===== src/rtl/ufm_burst_writer.sv =====
// ufm_burst_writer: programs NUM_WORDS words into user flash, erasing first
// when ERASE_EN, polling CSR status after each op and re-protecting at end.
// Ports: start/data_words in; Avalon data port (ufmwrite, write_addr,
// writedata, waitrequest); CSR port (csr_addr/read/write/writedata/readdata);
// status out: busy, done, error, err_code, words_written.
module ufm_burst_writer #(
  parameter int                NUM_WORDS    = 6,
  parameter int                ADDR_W       = 16,
  parameter logic [ADDR_W-1:0] BASE_ADDR    = '0,
  parameter bit                ERASE_EN     = 1'b1,
  parameter logic [31:0]       CTRL_OPEN    = 32'hF7FF_FFFF,
  parameter logic [31:0]       CTRL_ERASE   = 32'hF71F_FFFF,
  parameter logic [31:0]       CTRL_LOCK    = 32'hFFFF_FFFF,
  parameter int                POLL_TIMEOUT = 65535
) (
  input  logic                    clk,
  input  logic                    reset,
  input  logic                    start,
  input  logic [NUM_WORDS*32-1:0] data_words,
  output logic                    ufmwrite,
  output logic [ADDR_W-1:0]       write_addr,
  output logic [31:0]             writedata,
  input  logic                    waitrequest,
  output logic                    csr_addr,
  output logic                    csr_read,
  output logic                    csr_write,
  output logic [31:0]             csr_writedata,
  input  logic [31:0]             csr_readdata,
  output logic                    busy,
  output logic                    done,
  output logic                    error,
  output logic [1:0]              err_code,
  output logic [8:0]              words_written
);

  localparam int IW = (NUM_WORDS > 1) ? $clog2(NUM_WORDS) : 1;
  localparam int TW = $clog2(POLL_TIMEOUT + 1);
  localparam logic [IW-1:0] LAST = IW'(NUM_WORDS - 1);
  localparam logic [TW-1:0] TMAX = TW'(POLL_TIMEOUT - 1);

  typedef enum logic [3:0] {
    S_IDLE,
    S_ERASE_WR,
    S_ERASE_POLL,
    S_OPEN_WR,
    S_DATA_WR,
    S_DATA_POLL,
    S_LOCK_WR,
    S_DONE,
    S_ERR
  } state_t;

  state_t        state_q, state_d;
  logic [31:0]   words_q [NUM_WORDS];
  logic [IW-1:0] idx_q;
  logic [IW-1:0] idx_nxt;
  logic [TW-1:0] tcnt_q;
  logic          sample_q;
  logic          accept;
  logic          polling;
  logic          tmo;
  logic          st_idle;
  logic          last;
  logic          unused_rd;

  assign unused_rd = ^{csr_readdata[31:5], csr_readdata[2]};

  assign accept  = start && (state_q == S_IDLE ||
                             state_q == S_DONE ||
                             state_q == S_ERR);
  assign polling = (state_q == S_ERASE_POLL) ||
                   (state_q == S_DATA_POLL);
  // Timeout wins over a status sample landing in the same cycle.
  assign tmo     = polling && (tcnt_q == TMAX);
  // sample_q marks the cycle after csr_read, when readdata is valid.
  assign st_idle = sample_q && (csr_readdata[1:0] == 2'b00);
  assign last    = (idx_q == LAST);
  assign idx_nxt = idx_q + IW'(1);

  assign busy  = !(state_q == S_IDLE ||
                   state_q == S_DONE ||
                   state_q == S_ERR);
  assign done  = (state_q == S_DONE);
  assign error = (state_q == S_ERR);

  always_comb begin
    state_d       = state_q;
    ufmwrite      = 1'b0;
    csr_addr      = 1'b0;
    csr_read      = 1'b0;
    csr_write     = 1'b0;
    csr_writedata = '0;
    unique case (state_q)
      S_IDLE, S_DONE, S_ERR: begin
        if (start)
          state_d = ERASE_EN ? S_ERASE_WR : S_OPEN_WR;
      end
      S_ERASE_WR: begin
        csr_write     = 1'b1;
        csr_addr      = 1'b1;
        csr_writedata = CTRL_ERASE;
        state_d       = S_ERASE_POLL;
      end
      S_OPEN_WR: begin
        csr_write     = 1'b1;
        csr_addr      = 1'b1;
        csr_writedata = CTRL_OPEN;
        state_d       = S_DATA_WR;
      end
      S_ERASE_POLL: begin
        csr_read = !sample_q && !tmo;
        if (tmo)
          state_d = S_LOCK_WR;
        else if (st_idle)
          state_d = csr_readdata[4] ? S_OPEN_WR : S_ERR;
      end
      S_DATA_WR: begin
        ufmwrite = 1'b1;
        if (!waitrequest)
          state_d = S_DATA_POLL;
      end
      S_DATA_POLL: begin
        csr_read = !sample_q && !tmo;
        if (tmo)
          state_d = S_LOCK_WR;
        else if (st_idle)
          state_d = (csr_readdata[3] && !last) ?
                    S_DATA_WR : S_LOCK_WR;
      end
      S_LOCK_WR: begin
        csr_write     = 1'b1;
        csr_addr      = 1'b1;
        csr_writedata = CTRL_LOCK;
        state_d = (err_code != 2'b00) ? S_ERR : S_DONE;
      end
      default: state_d = S_IDLE;
    endcase
  end

  always_ff @(posedge clk) begin
    if (reset) begin
      state_q       <= S_IDLE;
      tcnt_q        <= '0;
      sample_q      <= 1'b0;
      idx_q         <= '0;
      err_code      <= 2'b00;
      words_written <= '0;
      write_addr    <= BASE_ADDR;
      writedata     <= '0;
    end else begin
      state_q <= state_d;
      if (state_d != state_q) begin
        tcnt_q   <= '0;
        sample_q <= 1'b0;
      end else if (polling) begin
        tcnt_q   <= tcnt_q + TW'(1);
        sample_q <= !sample_q;
      end
      if (accept) begin
        idx_q         <= '0;
        err_code      <= 2'b00;
        words_written <= '0;
        write_addr    <= BASE_ADDR;
        writedata     <= data_words[31:0];
      end
      if (tmo) begin
        err_code <= 2'b11;
      end else if (state_q == S_ERASE_POLL && st_idle) begin
        if (!csr_readdata[4])
          err_code <= 2'b01;
      end else if (state_q == S_DATA_POLL && st_idle) begin
        if (!csr_readdata[3]) begin
          err_code <= 2'b10;
        end else begin
          words_written <= words_written + 9'd1;
          if (!last) begin
            idx_q      <= idx_nxt;
            write_addr <= write_addr + ADDR_W'(1);
            writedata  <= words_q[idx_nxt];
          end
        end
      end
    end
  end

  always_ff @(posedge clk) begin
    if (accept && !reset) begin
      for (int i = 0; i < NUM_WORDS; i++)
        words_q[i] <= data_words[32*i +: 32];
    end
  end

endmodule


===== config.mk =====
export PLATFORM = sky130hd
export DESIGN_NAME = ufm_burst_writer
export DESIGN_NICKNAME = d
export VERILOG_FILES = /design/src/rtl/ufm_burst_writer.sv
export SDC_FILE = /design/constraint.sdc
export NUM_CORES = 1
export LEC_CHECK = 0
export ABC_CLOCK_PERIOD_IN_PS = 15350
export CORE_AREA = 2 2 164 166
export DETAILED_ROUTE_END_ITERATION = 6
export DIE_AREA = 0 0 166 168
export DONT_BUFFER_PORTS = 1
export SLEW_MARGIN = 20
export SYNTH_ARGS = -nofsm -noshare
export SYNTH_HDL_FRONTEND = slang
export SYNTH_SLANG_ARGS = --single-unit

===== constraint.sdc =====
create_clock -name clk -period 15.35 [get_ports clk]
set_input_delay 2.3025 -clock clk [delete_from_list [all_inputs] [get_ports clk]]
set_output_delay 2.3025 -clock clk [all_outputs]
set_load 0.05 [all_outputs]

* Word level (Yosys, flattened, before mapping) *
Memories as Yosys holds them, arrays and structs flattened.
Index checks and enable logic that the tools add are counted.

operators by class
  add/subtract/negate cells = 4
  multipliers = 0
  divide/modulo/power cells = 0
  magnitude comparators = 0
  equal/unequal tests = 11
  shift-type cells = 0
  muxes and demuxes = 45
  bitwise gates (word level) = 0
  reductions and logical operators = 23

operator list
  kind                                                  number
  2-to-1 mux 32 bit                                     6
  2-to-1 mux 16 bit                                     6
  one-hot mux 32 bit (3 select lines)                   1
  2-to-1 mux 9 bit                                      5
  adder 16 x 1 -> 16 bit (second input constant)        2
  2-to-1 mux 4 bit                                      8
  one-hot mux 4 bit (7 select lines)                    1
  2-to-1 mux 3 bit                                      6
  equality test 16 bit (second input constant)          1
  equality test 4 x 3 -> 1 bit (second input constant)  4
  2-to-1 mux 2 bit                                      7
  adder 9 x 1 -> 9 bit (second input constant)          1
  equality test 4 x 2 -> 1 bit (second input constant)  2
  logical AND 1 bit                                     8
  OR reduction 3 bit                                    2
  logical NOT 1 bit                                     5
  2-to-1 mux 1 bit                                      5
  equality test 4 x 1 -> 1 bit (second input constant)  1
  equality test 4 bit (second input constant)           1
  logical NOT 4 bit                                     1
  != test 4 bit                                         1
  OR reduction 2 bit                                    2
  adder 3 x 1 -> 3 bit (second input constant)          1
  equality test 3 bit (second input constant)           1
  3 further kinds                                       5

storage, ports and cells
  register bits = 83
  bits in latches = 0
  bits in writable memories = 192
  memory bits (read-only) = 0
  output and inout bits = 98
  memories kept = 1

memories
  name     words  width  read ports  clocked after Yosys merged registers in  wr ports  line  source
  words_q  6      32     1           0                                        6         54    logic [31:0] words_q [NUM_WORDS];

* Logic depth before layout (Yosys ltp) *
  depth in word-level cells = 10
  gate-level depth with buffers = 9
  mapped depth without buffers = 7

* Worst setup path after synthesis *
No wires, ideal clock.

  path kind = input to register
  start = in reset
  end = mem words_q[0][0] (enable)
  setup time = 748 ps
  arrival time = 10,866 ps
  data required time = 14,602 ps
  path slack = 3,736 ps
  stages = 4
  path buffers = 3
  cell sequence = clkbuf_1 -> clkbuf_1 -> clkbuf_1 -> nor2_1

RTL lines
  item             line  source
  start, declared  17    input logic reset,
  end, declared    54

* Worst setup path in the final report *
  start = reg state_q[0]
  end = out csr_writedata[0]

between the ends
  word-level cells in the longest chain between the ends = 2
  elaborated cells on any way between the ends = 4
  classes of those cells = eq/ne: 3; mux: 1

ends and longest elaborated chain
  item                                                  line  source
  start, declared                                       53    state_t state_q, state_d;
  start signal, assigned                                151   state_q <= state_d;
  equality test 4 x 3 -> 1 bit (tied with other cells)  93    unique case (state_q)
  one-hot mux 32 bit (3 select lines) (*)               93
  end, declared                                         27    output logic [31:0] csr_writedata,

Mark *: on every way between the ends. The rest lies on a longest branch, timed or not.

==> impl_results.md <==
* Port buffer count at 0
* Final GP Congestion at 0.879
* Clk slew on worst S/H paths at 70 ps
* Min cycle time layout at about 5600 ps
* Fraction of registers with async set/reset at 0
* Non-Filler Instances at 1,149
* Mapped Avg Cell Area at around 14 sq um
* DP Worst Slack at approximately 9600 ps
* Worst-skew pair later-pin latency at 560 ps
* Inst Count DP at 1,096
* RSZ-0062 raised after global routing: no
* Post-synth EDFFs at 192
* Synthesized Nets at around 1.1k
* Num ports at 326
* Gate Count Post-Synth at 823
* Detailed Place HPWL at ~17 mm
* CORE AREA at 26,400 sq um
* Row count at 60
* Root Buffer: clkbuf_16
* Setup ws final at a little under 10,000 ps
* Setup CP Type: reg2out
* Sequential share of the synthesized area at 0.639
* Final core occ at 0.485
* Initial antenna violation count at 3
* Starting density of the core at 0.441
* Synthesized area at around 12,000 sq um
* CTS tree: built
* Worst Path Arrival at 3290 ps
* Clock Sinks at about 280
* Met3 Usage GRT at 0.0649
* Total CTS buffers at 28
* Top_reg_cell synth: edfxtp_1
* Power per cell area at 134 nW/um^2
* M1 GR Usage at 0.207
* Worst-Margin Slew at about 1100 ps
* Final Setup Violations at 0
* Hold path depth at 2
* CTS resizes at 0
* DRT iter0 DRCs at between 400 and 500
* Nets@finish at between 1k and 1.5k
* F_max at about 180 MHz
* Met2 Use GR at 0.316
* CP Cell Sequence: nor2b_1 -> a21oi_1 -> nor2_4 -> buf_12 -> buf_12
* Yosys reg bits at between 200 and 300
* Worst Skew at about 15 ps
* Ant. Diodes at 0
* # DRC at 0
* Unique masters post-synth at 69
* Clock Tree Buf Depth at 3
* Total wire length at around 26 mm
* CTS HTree Levels at 1
* Register-to-Register Path Depth at 7
* Crit share post-route at 0.364
* Slowest stage delay, CP at 980 ps
* Leak at about 4 nW
* CP required at 13,050 ps
* Die H at around 170 microns
* Area growth, synth to finish at 9.83%
* 1st-pass router iterations at 5
* Total congestion overflow at 0
* Post-DR vias/cell at 5.94
* Status: finished clean
* VDD IR-drop max at ~0.15 mV
* Max Cap Violations at 0
* Worst min path class: reg2reg
* Die width at around 170 microns
* Vias in the first global route at 6,927
* Largest net degree at the start of global routing at 88
* Hold Vio Cnt, Final at 0
* Pwr Total at roughly 0.0017 W
* Layer with the highest usage: met2
* First-pass GRT wire length at between 30 and 40 mm
* Startpoint Class: flop
* Share of post-route cells with drive strength above 1 at 0.141
* Antenna viol nets, final at 0
* Final Max Tran Viols at 0
* Critical Path End Type: output port
* WL/cell at between 20 and 25 microns
* Tot GR Track Use at 0.180
* Crit-path most repeated cell: buf_12
* Setup_tns at 0 ps
* Critical path peak fanout at 25
* Max-slew headroom at 0.264
* Hold-fix buffers, CTS at 0
* Vias at approximately 7k
* Die area at about 28,000 sq um
* Post-CTS Setup Bufs at 0
* Synth Warn # at 0
* CP max-delay cell: buf_12
power by group:
group	leakage [nW]	internal (W)	switching (W)	total, W
combinational	1.06	0.0000323	0.0000887	0.000121
sequential	2.45	0.000840	0.0000437	0.000884
clock	0.472	0.000424	0.000281	0.000705
registers in the layout (all words and copies together), names as in the netlist:
| name | flops |
|---|---|
| idx_q | 3 |
| words_q | 192 |
| state_q | 4 |
| tcnt_q | 16 |
| write_addr | 16 |
| sample_q | 1 |
| writedata | 32 |
| err_code | 2 |
| words_written | 9 |
kinds of logic (layout without fill, tap and decap cells):
kind of cell,count (synthesis),in the layout,synth area share
DFF,275,275,0.639
xor gates and xnor gates,20,20,0.0151
AOI/OAI and AO/OA,150,150,0.0942
buffers and inverters,87,72,0.0409
and+or+nand+nor,186,186,0.0849
muxes,99,99,0.120
adders and majority gates,6,6,0.00645
path summary, 6_finish.rpt:
check | to | startpoint | slack [ps]
max | csr_writedata[0] | state_q[0] | 9760
min | idx_q[1] | idx_q[1] | 490
max reg2reg | words_q[1][0] | state_q[2] | 10830
min reg2reg | idx_q[1] | idx_q[1] | 490
layout make-up:
| class | count | area (sq um) |
|---|---|---|
| multi-input combinational | 461 | 3770 |
| clock inverter | 14 | 201 |
| sequential | 275 | 7430 |
| timing repair buffer | 12 | 131 |
| inverter | 8 | 30.0 |
| clock buffer | 38 | 778 |
| fill | 2222 | 13600 |
| tap | 341 | 427 |
cell usage in the layout, fill, tap and decap left out, drive strengths merged, types with 12 or more instances in the layout:
| master | synthesis | final |
|---|---|---|
| dfxtp | 83 | 83 |
| clkbuf | 28 | 38 |
| nor3 | 25 | 25 |
| a211oi | 69 | 69 |
| buf | 51 | 12 |
| nand3 | 20 | 20 |
| nand4 | 14 | 14 |
| edfxtp | 192 | 192 |
| mux4 | 32 | 32 |
| a21oi | 27 | 27 |
| nor2 | 57 | 57 |
| nand2 | 17 | 17 |
| o21ai | 15 | 15 |
| mux2i | 65 | 65 |
synth_stat cells, drive strengths merged, types with 3 or more instances:
library cell	number	area (sq um)
and3	5	31.3
nand2b	8	50.1
nor2	57	214
dfxtp	83	1660
inv	8	30.0
nand3	20	100
mux4	32	721
xnor2	9	78.8
clkbuf	28	105
a31oi	3	18.8
nor2b	4	25.0
ha	6	75.1
mux2i	65	651
o21a	3	22.5
nand4	14	87.6
nand3b	4	30.0
buf	51	340
nor3	25	136
a2111oi	3	40.0
or3	10	67.6
o211ai	7	57.6
a21oi	27	146
nand2	17	63.8
xor2	11	96.3
a211oi	69	531
and4	7	61.3
o21ai	15	75.1
edfxtp	192	5770
worst max-delay path: cells and delay by family (launching register included):
kind / cells / cell delay [ps]
AO/OA/AOI/OAI: 1 / 130
buffers and inverters: 2 / 1330
flip-flops: 1 / 710
AND/OR/NAND/NOR: 2 / 460
through the flow:
stage | instance area [sq um] | hold slack, ps
2_1_floorplan | 11600 | 460
3_3_place_gp | 11800 | 463
3_5_place_dp | 11800 | 484
4_1_cts | 12800 | 493
5_1_grt | 12800 | 527
6_report | 12800 | 492
routing by layer:
metal	up-vias	share of wire
met5	-	0.0016
met4	6	0.033
met3	59	0.088
met2	275	0.50
met1	3386	0.38
li1	3104	-
Power figures use the tool's default switching activity.
